===== src/rtl/spi_master_ctrl.sv =====
// spi_master_ctrl: SPI mode-0 master (CPOL=0, CPHA=0, MSB first).
// Generates SCLK/CS_N/MOSI from CLK, captures MISO on every SCLK rise and
// returns the received word with a one-cycle DONE pulse. All outputs are
// registered; one word is moved per accepted START.
module spi_master_ctrl #(
  parameter int DATA_W  = 16,
  parameter int CLK_DIV = 4
) (
  input  logic              CLK,
  input  logic              RST,
  input  logic              START,
  input  logic [DATA_W-1:0] TX_DATA,
  output logic              BUSY,
  output logic              DONE,
  output logic [DATA_W-1:0] RX_DATA,
  output logic              SCLK,
  output logic              CS_N,
  output logic              MOSI,
  input  logic              MISO
);

  // A one-cycle half period still needs a 1-bit counter.
  localparam int DIV_W = (CLK_DIV > 1) ? $clog2(CLK_DIV) : 1;
  localparam int BIT_W = $clog2(DATA_W);
  localparam logic [DIV_W-1:0] DIV_LAST = DIV_W'(CLK_DIV - 1);
  localparam logic [BIT_W-1:0] BIT_LAST = BIT_W'(DATA_W - 1);

  typedef enum logic [2:0] {
    ST_IDLE  = 3'd0,
    ST_SETUP = 3'd1,
    ST_HIGH  = 3'd2,
    ST_LOW   = 3'd3,
    ST_DONE  = 3'd4
  } state_t;

  state_t              state_q,   state_d;
  logic [DIV_W-1:0]    div_cnt_q, div_cnt_d;
  logic [BIT_W-1:0]    bit_cnt_q, bit_cnt_d;
  // Set once the last bit's high phase ends: the following LOW phase is the
  // CS_N hold phase rather than a normal bit low phase.
  logic                hold_q,    hold_d;
  logic [DATA_W-1:0]   tx_q,      tx_d;
  logic [DATA_W-1:0]   rx_q,      rx_d;
  logic                sclk_q,    sclk_d;
  logic                cs_n_q,    cs_n_d;
  logic                mosi_q,    mosi_d;
  logic                busy_q,    busy_d;
  logic                done_q,    done_d;
  logic [DATA_W-1:0]   rx_data_q, rx_data_d;

  logic div_last_s;
  logic bit_last_s;

  assign div_last_s = (div_cnt_q == DIV_LAST);
  assign bit_last_s = (bit_cnt_q == BIT_LAST);

  // State and datapath registers with asynchronous active-high reset.
  always_ff @(posedge CLK or posedge RST) begin
    if (RST) begin
      state_q   <= ST_IDLE;
      div_cnt_q <= '0;
      bit_cnt_q <= '0;
      hold_q    <= 1'b0;
      tx_q      <= '0;
      rx_q      <= '0;
      sclk_q    <= 1'b0;
      cs_n_q    <= 1'b1;
      mosi_q    <= 1'b0;
      busy_q    <= 1'b0;
      done_q    <= 1'b0;
      rx_data_q <= '0;
    end else begin
      state_q   <= state_d;
      div_cnt_q <= div_cnt_d;
      bit_cnt_q <= bit_cnt_d;
      hold_q    <= hold_d;
      tx_q      <= tx_d;
      rx_q      <= rx_d;
      sclk_q    <= sclk_d;
      cs_n_q    <= cs_n_d;
      mosi_q    <= mosi_d;
      busy_q    <= busy_d;
      done_q    <= done_d;
      rx_data_q <= rx_data_d;
    end
  end

  // Next-state logic: each timed phase lasts CLK_DIV cycles.
  always_comb begin
    state_d = state_q;
    case (state_q)
      ST_IDLE: begin
        if (START) state_d = ST_SETUP;
        else       state_d = ST_IDLE;
      end
      ST_SETUP: begin
        if (div_last_s) state_d = ST_HIGH;
        else            state_d = ST_SETUP;
      end
      ST_HIGH: begin
        if (div_last_s) state_d = ST_LOW;
        else            state_d = ST_HIGH;
      end
      ST_LOW: begin
        if (div_last_s) state_d = hold_q ? ST_DONE : ST_HIGH;
        else            state_d = ST_LOW;
      end
      ST_DONE: state_d = ST_IDLE;
      default: state_d = ST_IDLE;
    endcase
  end

  // Output and datapath next values; SCLK edges are launched at phase ends.
  always_comb begin
    div_cnt_d = div_cnt_q;
    bit_cnt_d = bit_cnt_q;
    hold_d    = hold_q;
    tx_d      = tx_q;
    rx_d      = rx_q;
    sclk_d    = sclk_q;
    cs_n_d    = cs_n_q;
    mosi_d    = mosi_q;
    busy_d    = busy_q;
    done_d    = done_q;
    rx_data_d = rx_data_q;
    case (state_q)
      ST_IDLE: begin
        div_cnt_d = '0;
        if (START) begin
          tx_d      = TX_DATA;
          rx_d      = '0;
          bit_cnt_d = '0;
          hold_d    = 1'b0;
          busy_d    = 1'b1;
          cs_n_d    = 1'b0;
          sclk_d    = 1'b0;
          mosi_d    = TX_DATA[DATA_W-1];
        end else begin
          mosi_d    = 1'b0;
        end
      end
      ST_SETUP: begin
        if (div_last_s) begin
          div_cnt_d = '0;
          sclk_d    = 1'b1;
          rx_d      = {rx_q[DATA_W-2:0], MISO};
        end else begin
          div_cnt_d = div_cnt_q + DIV_W'(1);
        end
      end
      ST_HIGH: begin
        if (div_last_s) begin
          div_cnt_d = '0;
          sclk_d    = 1'b0;
          if (!bit_last_s) begin
            // Rotate so the next bit to send is always at tx_q[DATA_W-2].
            bit_cnt_d = bit_cnt_q + BIT_W'(1);
            tx_d      = {tx_q[DATA_W-2:0], tx_q[DATA_W-1]};
            mosi_d    = tx_q[DATA_W-2];
          end else begin
            hold_d    = 1'b1;
          end
        end else begin
          div_cnt_d = div_cnt_q + DIV_W'(1);
        end
      end
      ST_LOW: begin
        if (div_last_s) begin
          div_cnt_d = '0;
          if (!hold_q) begin
            sclk_d    = 1'b1;
            rx_d      = {rx_q[DATA_W-2:0], MISO};
          end else begin
            hold_d    = 1'b0;
            cs_n_d    = 1'b1;
            mosi_d    = 1'b0;
            rx_data_d = rx_q;
            done_d    = 1'b1;
          end
        end else begin
          div_cnt_d = div_cnt_q + DIV_W'(1);
        end
      end
      ST_DONE: begin
        done_d = 1'b0;
        busy_d = 1'b0;
      end
      default: begin
        div_cnt_d = '0;
        bit_cnt_d = '0;
        hold_d    = 1'b0;
        sclk_d    = 1'b0;
        cs_n_d    = 1'b1;
        mosi_d    = 1'b0;
        busy_d    = 1'b0;
        done_d    = 1'b0;
      end
    endcase
  end

  assign BUSY    = busy_q;
  assign DONE    = done_q;
  assign RX_DATA = rx_data_q;
  assign SCLK    = sclk_q;
  assign CS_N    = cs_n_q;
  assign MOSI    = mosi_q;

endmodule


===== config.mk =====
export PLATFORM = sky130hd
export DESIGN_NAME = spi_master_ctrl
export DESIGN_NICKNAME = d
export VERILOG_FILES = /design/src/rtl/spi_master_ctrl.sv
export SDC_FILE = /design/constraint.sdc
export NUM_CORES = 1
export LEC_CHECK = 0
export CORE_MARGIN = 2
export CORE_UTILIZATION = 50
export CTS_CLUSTER_DIAMETER = 100
export DETAILED_ROUTE_END_ITERATION = 16
export PLACE_DENSITY = 0.86
export RECOVER_POWER = 25
export SYNTH_ARGS = -nofsm -noshare
export SYNTH_HDL_FRONTEND = slang
export SYNTH_SLANG_ARGS = --single-unit

===== constraint.sdc =====
create_clock -name CLK -period 6.1 [get_ports CLK]
set_input_delay 1.22 -clock CLK [delete_from_list [all_inputs] [get_ports CLK]]
set_output_delay 1.22 -clock CLK [all_outputs]
set_load 0.005 [all_outputs]

==> impl_metrics.ini, run 1 <==
[status]
status = completed

[route]
drt-pass1-iter-count = 4
ant_nets = 0
dr.first_iter.drc_count = 174
routed_wl_um = 5350
route.detailed.wl_per_inst_um = 14.9
num_vias = 1977
post-route-drc-count = 0
vias_per_cell = 5.52

[cts]
ctsHoldBuffers = 0
cts_tree = done
numCtsBuffers = 9
htreeDepth = 3
clkTransAtPathRegs_ns = 0.07
cts_max_path_buffers = 2
cts_sinks = 63
clock_latency_ns = 0.34
post_cts_buffers = 0
ctsResizeCount = 0
cts-root-buf = clkbuf_8

[synthesis]
syn_inst = 246
synth_edf_count = 0
synthesis.nets = 268
ys_ff_latch = 63
synth_common_cells = dfrtp_1 (62), nand2_1 (31), o21ai_0 (29)
yosysMostFrequentCell = dfrtp_1
netlist_area_um2 = 2870
async_flop_share_pct = 100
yosys.area.top_type = dfrtp_1
syn_avg_cell_area_um2 = 11.7
synth.yosys.seq_area_share_pct = 55.0
yosysUniqueCellTypes = 45
ys_dominant_reg_cell = dfrtp_1
ys_warn_count = 0
yosys-top-cells-area = dfrtp_1 (54%), mux2_2 (6.7%), mux2i_1 (6.3%)
yosysTopAreaCellShare_pct = 54.1

[floorplan]
dieArea_um2 = 6350
fp.dieH_um = 79.7
boundaryPins = 41
initial_core_util_pct = 52.1
rows = 27
die_w_um = 79.7
core-area_um2 = 5510

[power_and_ir_drop]
p_leak_nw = 1.54
internal_power_mw = 1.00
swShare_pct = 34.2
power_frac_comb_pct = 33.0
p_clk_share_pct = 22.8
power.switching_uw = 523
ir_drop_v = 0.000219
sequentialPowerShare_pct = 44.1
cellPowerDensity_nw_per_um2 = 447

[worst_hold_path]
hold_depth = 2
hold_start = tx_q[13]
hold_end = tx_q[13]
hp-class = reg2reg

[setup_path]
r2r-end = RX_DATA[13]
r2r-start = state_q[0]
r2r_cells = 4
cp.required_ns = 6.27
critPathKind = in2reg
cp.arrival_ns = 3.09
crit_slowest_cell = a21oi_2
path_cells = dlygate4sd3_1 -> nor4b_1 -> a21oi_2 -> o21ai_0
cp-end-kind = flop
critPathMaxFanout = 33
worstSetupStartpointType = primary input
reg2reg_setup_slack_ns = 3.20
cpPeakStageDelay_ns = 0.83

[timing]
finalCritPeriodShare_pct = 47.8
setup_violations = 0
min_period_ns = 2.92
tightest_slew_ns = 1.39
grt_setup_unrepaired = false
tns_ns = 0
fin_skew_ns = 0.00703
fmax_mhz = 343
max_slew_margin_pct = 7.18
slew_viol_final = 0
finalHoldViolCount = 0

[final_layout]
areaGrowthSynthToFinish_pct = 19.2
num-fill-cells = 431
layout-drive-gt1-share_pct = 14.0
fin_nets = 303
num_antenna_cells = 0
final_cell_count_no_fill = 358

[placed_design]
io_buffers = 40
dpl.cell_count = 342
routabilityCongestion = 0.753
dp_hpwl_um = 3460

[grt]
grt_max_degree = 64
grt-ovfl-total = 0
grt_pass1_wl_um = 8990
grt_usage_pct = 18.6
grt_pass1_vias = 1926
grt_antenna_before_repair = 0

[run]
drv_cap = 0
==> final cells by class <==
| cell class | instances | area [um2] | area share, % |
|---|---|---|---|
| Inverter | 2 | 7.51 | 0.220 |
| Clock buffer | 10 | 128 | 3.74 |
| Sequential cell | 63 | 1580 | 46.2 |
| Clock inverter | 6 | 61.3 | 1.79 |
| Tap cell | 72 | 90.1 | 2.64 |
| Multi-Input combinational cell | 164 | 1140 | 33.5 |
| Timing Repair Buffer | 41 | 408 | 11.9 |
==> power groups by stage <==
| stage | Clock, mW | Combinational, mW | Sequential [mW] |
|---|---|---|---|
| CTS | 0.353 | 0.511 | 0.676 |
| global placement | 0 | 0.483 | 0.672 |
| global route | 0.371 | 0.567 | 0.695 |
| finish | 0.349 | 0.505 | 0.675 |
| floorplan | 0 | 0.423 | 0.628 |
| detailed placement | 0 | 0.506 | 0.679 |
==> cells by family after synthesis <==
logic type	after synthesis	synth area share, %
AO/OA/AOI/OAI	63	14.2
flip-flops	63	55.0
AND/OR/NAND/NOR	60	10.4
multiplexers	37	13.9
buffers and inverters	19	4.93
XOR/XNOR	2	0.611
adder cells (fa/ha/maj)	2	0.873
==> sequential cells by signal (all words and copies together), names as in the netlist <==
register,flops
DONE,1
rx_q,16
CS_N,1
SCLK,1
state_q,3
MOSI,1
bit_cnt_q,4
BUSY,1
RX_DATA,16
div_cnt_q,2
tx_q,16
hold_q,1
==> critical path: cells and delay by family <==
kind                   cells  cell delay (ns)
AND/OR/NAND/NOR            1             0.18
AO/OA/AOI/OAI              2             1.07
buffers and inverters      1             0.60
==> layout by cell type, fill, tap and decap left out, types with 2 or more instances in the layout <==
master           netlist  routed
o21ai_0               29      29
nor2_1                 8       9
nand2b_1               2       2
o21bai_1               2       2
dfrtp_1               62      62
dlygate4sd3_1          0       2
nor3b_1                2       2
mux2_2                17      17
a21oi_1                9       8
nor2b_1                3       3
clkbuf_8               0       9
nand2_1               31      31
a32o_1                 9       9
nand3_1                3       3
clkdlybuf4s50_1        0      38
clkinv_2               0       3
and3_1                 2       2
o21ai_1                5       5
mux2i_1               18      18
ha_1                   2       2
==> stage by stage <==
stage               hold WS (ns)  power, mW  utilization [%]  area (um2)  setup WS [ns]
floorplan                  0.449       1.05                -        2870           3.31
global placement           0.461       1.15             58.7        3230           3.01
detailed placement         0.470       1.19             58.7        3230           2.91
CTS                        0.485       1.54             62.2        3420           3.26
global route               0.513       1.63             62.0        3420           2.93
finish                     0.481       1.53             62.0        3420           3.18
==> metal layers <==
layer  routed length (um)  track usage [%]  vias to the layer above
met2                 2600             29.0                       36
met3                  164             4.75                        9
met1                 2490             24.8                      981
met4                   94             7.93                        0
met5                    0                0                        -
li1                     -                -                      951
==> how the worst max path moves through the flow <==
| stage | from | endpoint | slack, ns | cells after the start |
|---|---|---|---|---|
| 4_1_cts | START | tx_q[2] | 3.26 | 4 |
| 6_report | START | tx_q[2] | 3.18 | 4 |
| 3_5_place_dp | START | tx_q[4] | 2.91 | 4 |
| 5_1_grt | state_q[0] | RX_DATA[13] | 2.93 | 4 |
| 3_3_place_gp | START | tx_q[10] | 3.01 | 4 |
| 2_1_floorplan | RST | BUSY | 3.31 | 1 |
(Power assumes the default switching activity.)
==> run 2, diff against run 1 <==
==> constraint.sdc (replaced) <==
create_clock -name CLK -period 3 [get_ports CLK]
set_input_delay 0.6 -clock CLK [delete_from_list [all_inputs] [get_ports CLK]]
set_output_delay 0.6 -clock CLK [all_outputs]
set_load 0.005 [all_outputs]
==> impl_metrics.ini, run 2 (synthesized netlist as in run 1, its figures left out) <==
[floorplan]
rows = 27
boundaryPins = 41
die_w_um = 79.7
dieArea_um2 = 6350
core-area_um2 = 5510
initial_core_util_pct = 52.1
fp.dieH_um = 79.7

[cts]
numCtsBuffers = 9
cts-root-buf = clkbuf_8
ctsHoldBuffers = 0
cts_tree = done
htreeDepth = 3
cts_sinks = 63
clock_latency_ns = 0.33
cts_max_path_buffers = 2
clkTransAtPathRegs_ns = 0.07
post_cts_buffers = 0
ctsResizeCount = 0

[route]
vias_per_cell = 5.55
num_vias = 1999
drt-pass1-iter-count = 4
routed_wl_um = 5530
post-route-drc-count = 0
route.detailed.wl_per_inst_um = 15.4
dr.first_iter.drc_count = 177
ant_nets = 0

[final_layout]
num_antenna_cells = 0
most-common-layout-cells = dfrtp_1 (62), clkdlybuf4s50_1 (39), nand2_1 (31), o21ai_0 (29), mux2i_1 (18)
final_common_cell = dfrtp_1
register_area_um2 = 1580
layout-drive-gt1-share_pct = 14.9
fin_util_pct = 62.3
fin_nets = 306
areaGrowthSynthToFinish_pct = 19.6
final_cell_count_no_fill = 360
num-fill-cells = 442
multi_input_area_um2 = 1150

[grt]
grt_max_degree = 34
grt_use_met1_pct = 25.5
grt_usage_pct = 19.7
grt_util_met3_pct = 5.20
grt_pass1_vias = 2024
grt_antenna_before_repair = 0
use_met2_pct = 31.2
grt_pass1_wl_um = 9480
grt_busiest_layer = met2
grt-ovfl-total = 0

[setup_path]
critPathKind = reg2reg
cp-end-kind = flop
cp.arrival_ns = 2.48
startpoint = state_q[0]
r2r-start = state_q[0]
cp.required_ns = 3.22
worstSetupStartpointType = flop
critPathMaxFanout = 26
reg2reg_setup_slack_ns = 0.73

[run]
drv_cap = 0

[timing]
tns_ns = 0
min_period_ns = 2.27
finalCritPeriodShare_pct = 75.6
tightest_slew_ns = 0.898
fmax_mhz = 441
finalHoldViolCount = 0
fin_skew_ns = 0.00686
max_slew_margin_pct = 40.1
setup_violations = 0
setup_ws_ns = 0.731
slew_viol_final = 0
grt_setup_unrepaired = false

[worst_hold_path]
hold_start = tx_q[11]
hp-class = reg2reg

[power_and_ir_drop]
p_leak_nw = 1.55
ir_drop_v = 0.000441
power_mw = 3.06
cellPowerDensity_nw_per_um2 = 893

[placed_design]
io_buffers = 40
place_ws_ns = 0.691
dpl.cell_count = 345
dp_hpwl_um = 3650
routabilityCongestion = 0.725

[status]
status = completed
[run 2: area by class of cell]
class	count	share of cell area, %
clock buffer	12	4.53
clock inverter	3	0.547
inverter	2	0.219
multi-input combinational	164	33.6
sequential	63	46.0
tap	72	2.63
timing repair buffer	44	12.5
[run 2: worst paths after layout]
check / end / cells after the start
worst max-delay path: RX_DATA[14] / 4
worst max register to register: RX_DATA[14] / 4
worst min-delay path: tx_q[11] / 2
worst min register to register: tx_q[11] / 2
min in group asynchronous: RX_DATA[2] / 2
max in group asynchronous: state_q[1] / 3
[run 2: per-stage QoR]
| step | cell area [um2] | hold WS [ns] |
|---|---|---|
| floorplan | 2870 | 0.449 |
| global placement | 3270 | 0.463 |
| detailed placement | 3270 | 0.470 |
| CTS | 3440 | 0.484 |
| global route | 3430 | 0.503 |
| finish | 3430 | 0.480 |
[run 2: layer usage]
metal,routed length (um),up-vias
met5,0,-
met4,94,0
met3,265,10
met2,2710,58
met1,2460,976
li1,-,955
[run 2: power breakdown]
part / internal, mW / switching [mW]
sequential: 1.13 / 0.244
clock: 0.339 / 0.303
combinational: 0.538 / 0.504
[run 2: critical path: stages, from the launching register on]
cell and delay, ns:
dfrtp_1 0.85, and3_1 0.32, nand2_1 0.11, nor2_4 0.46, mux2_2 0.41
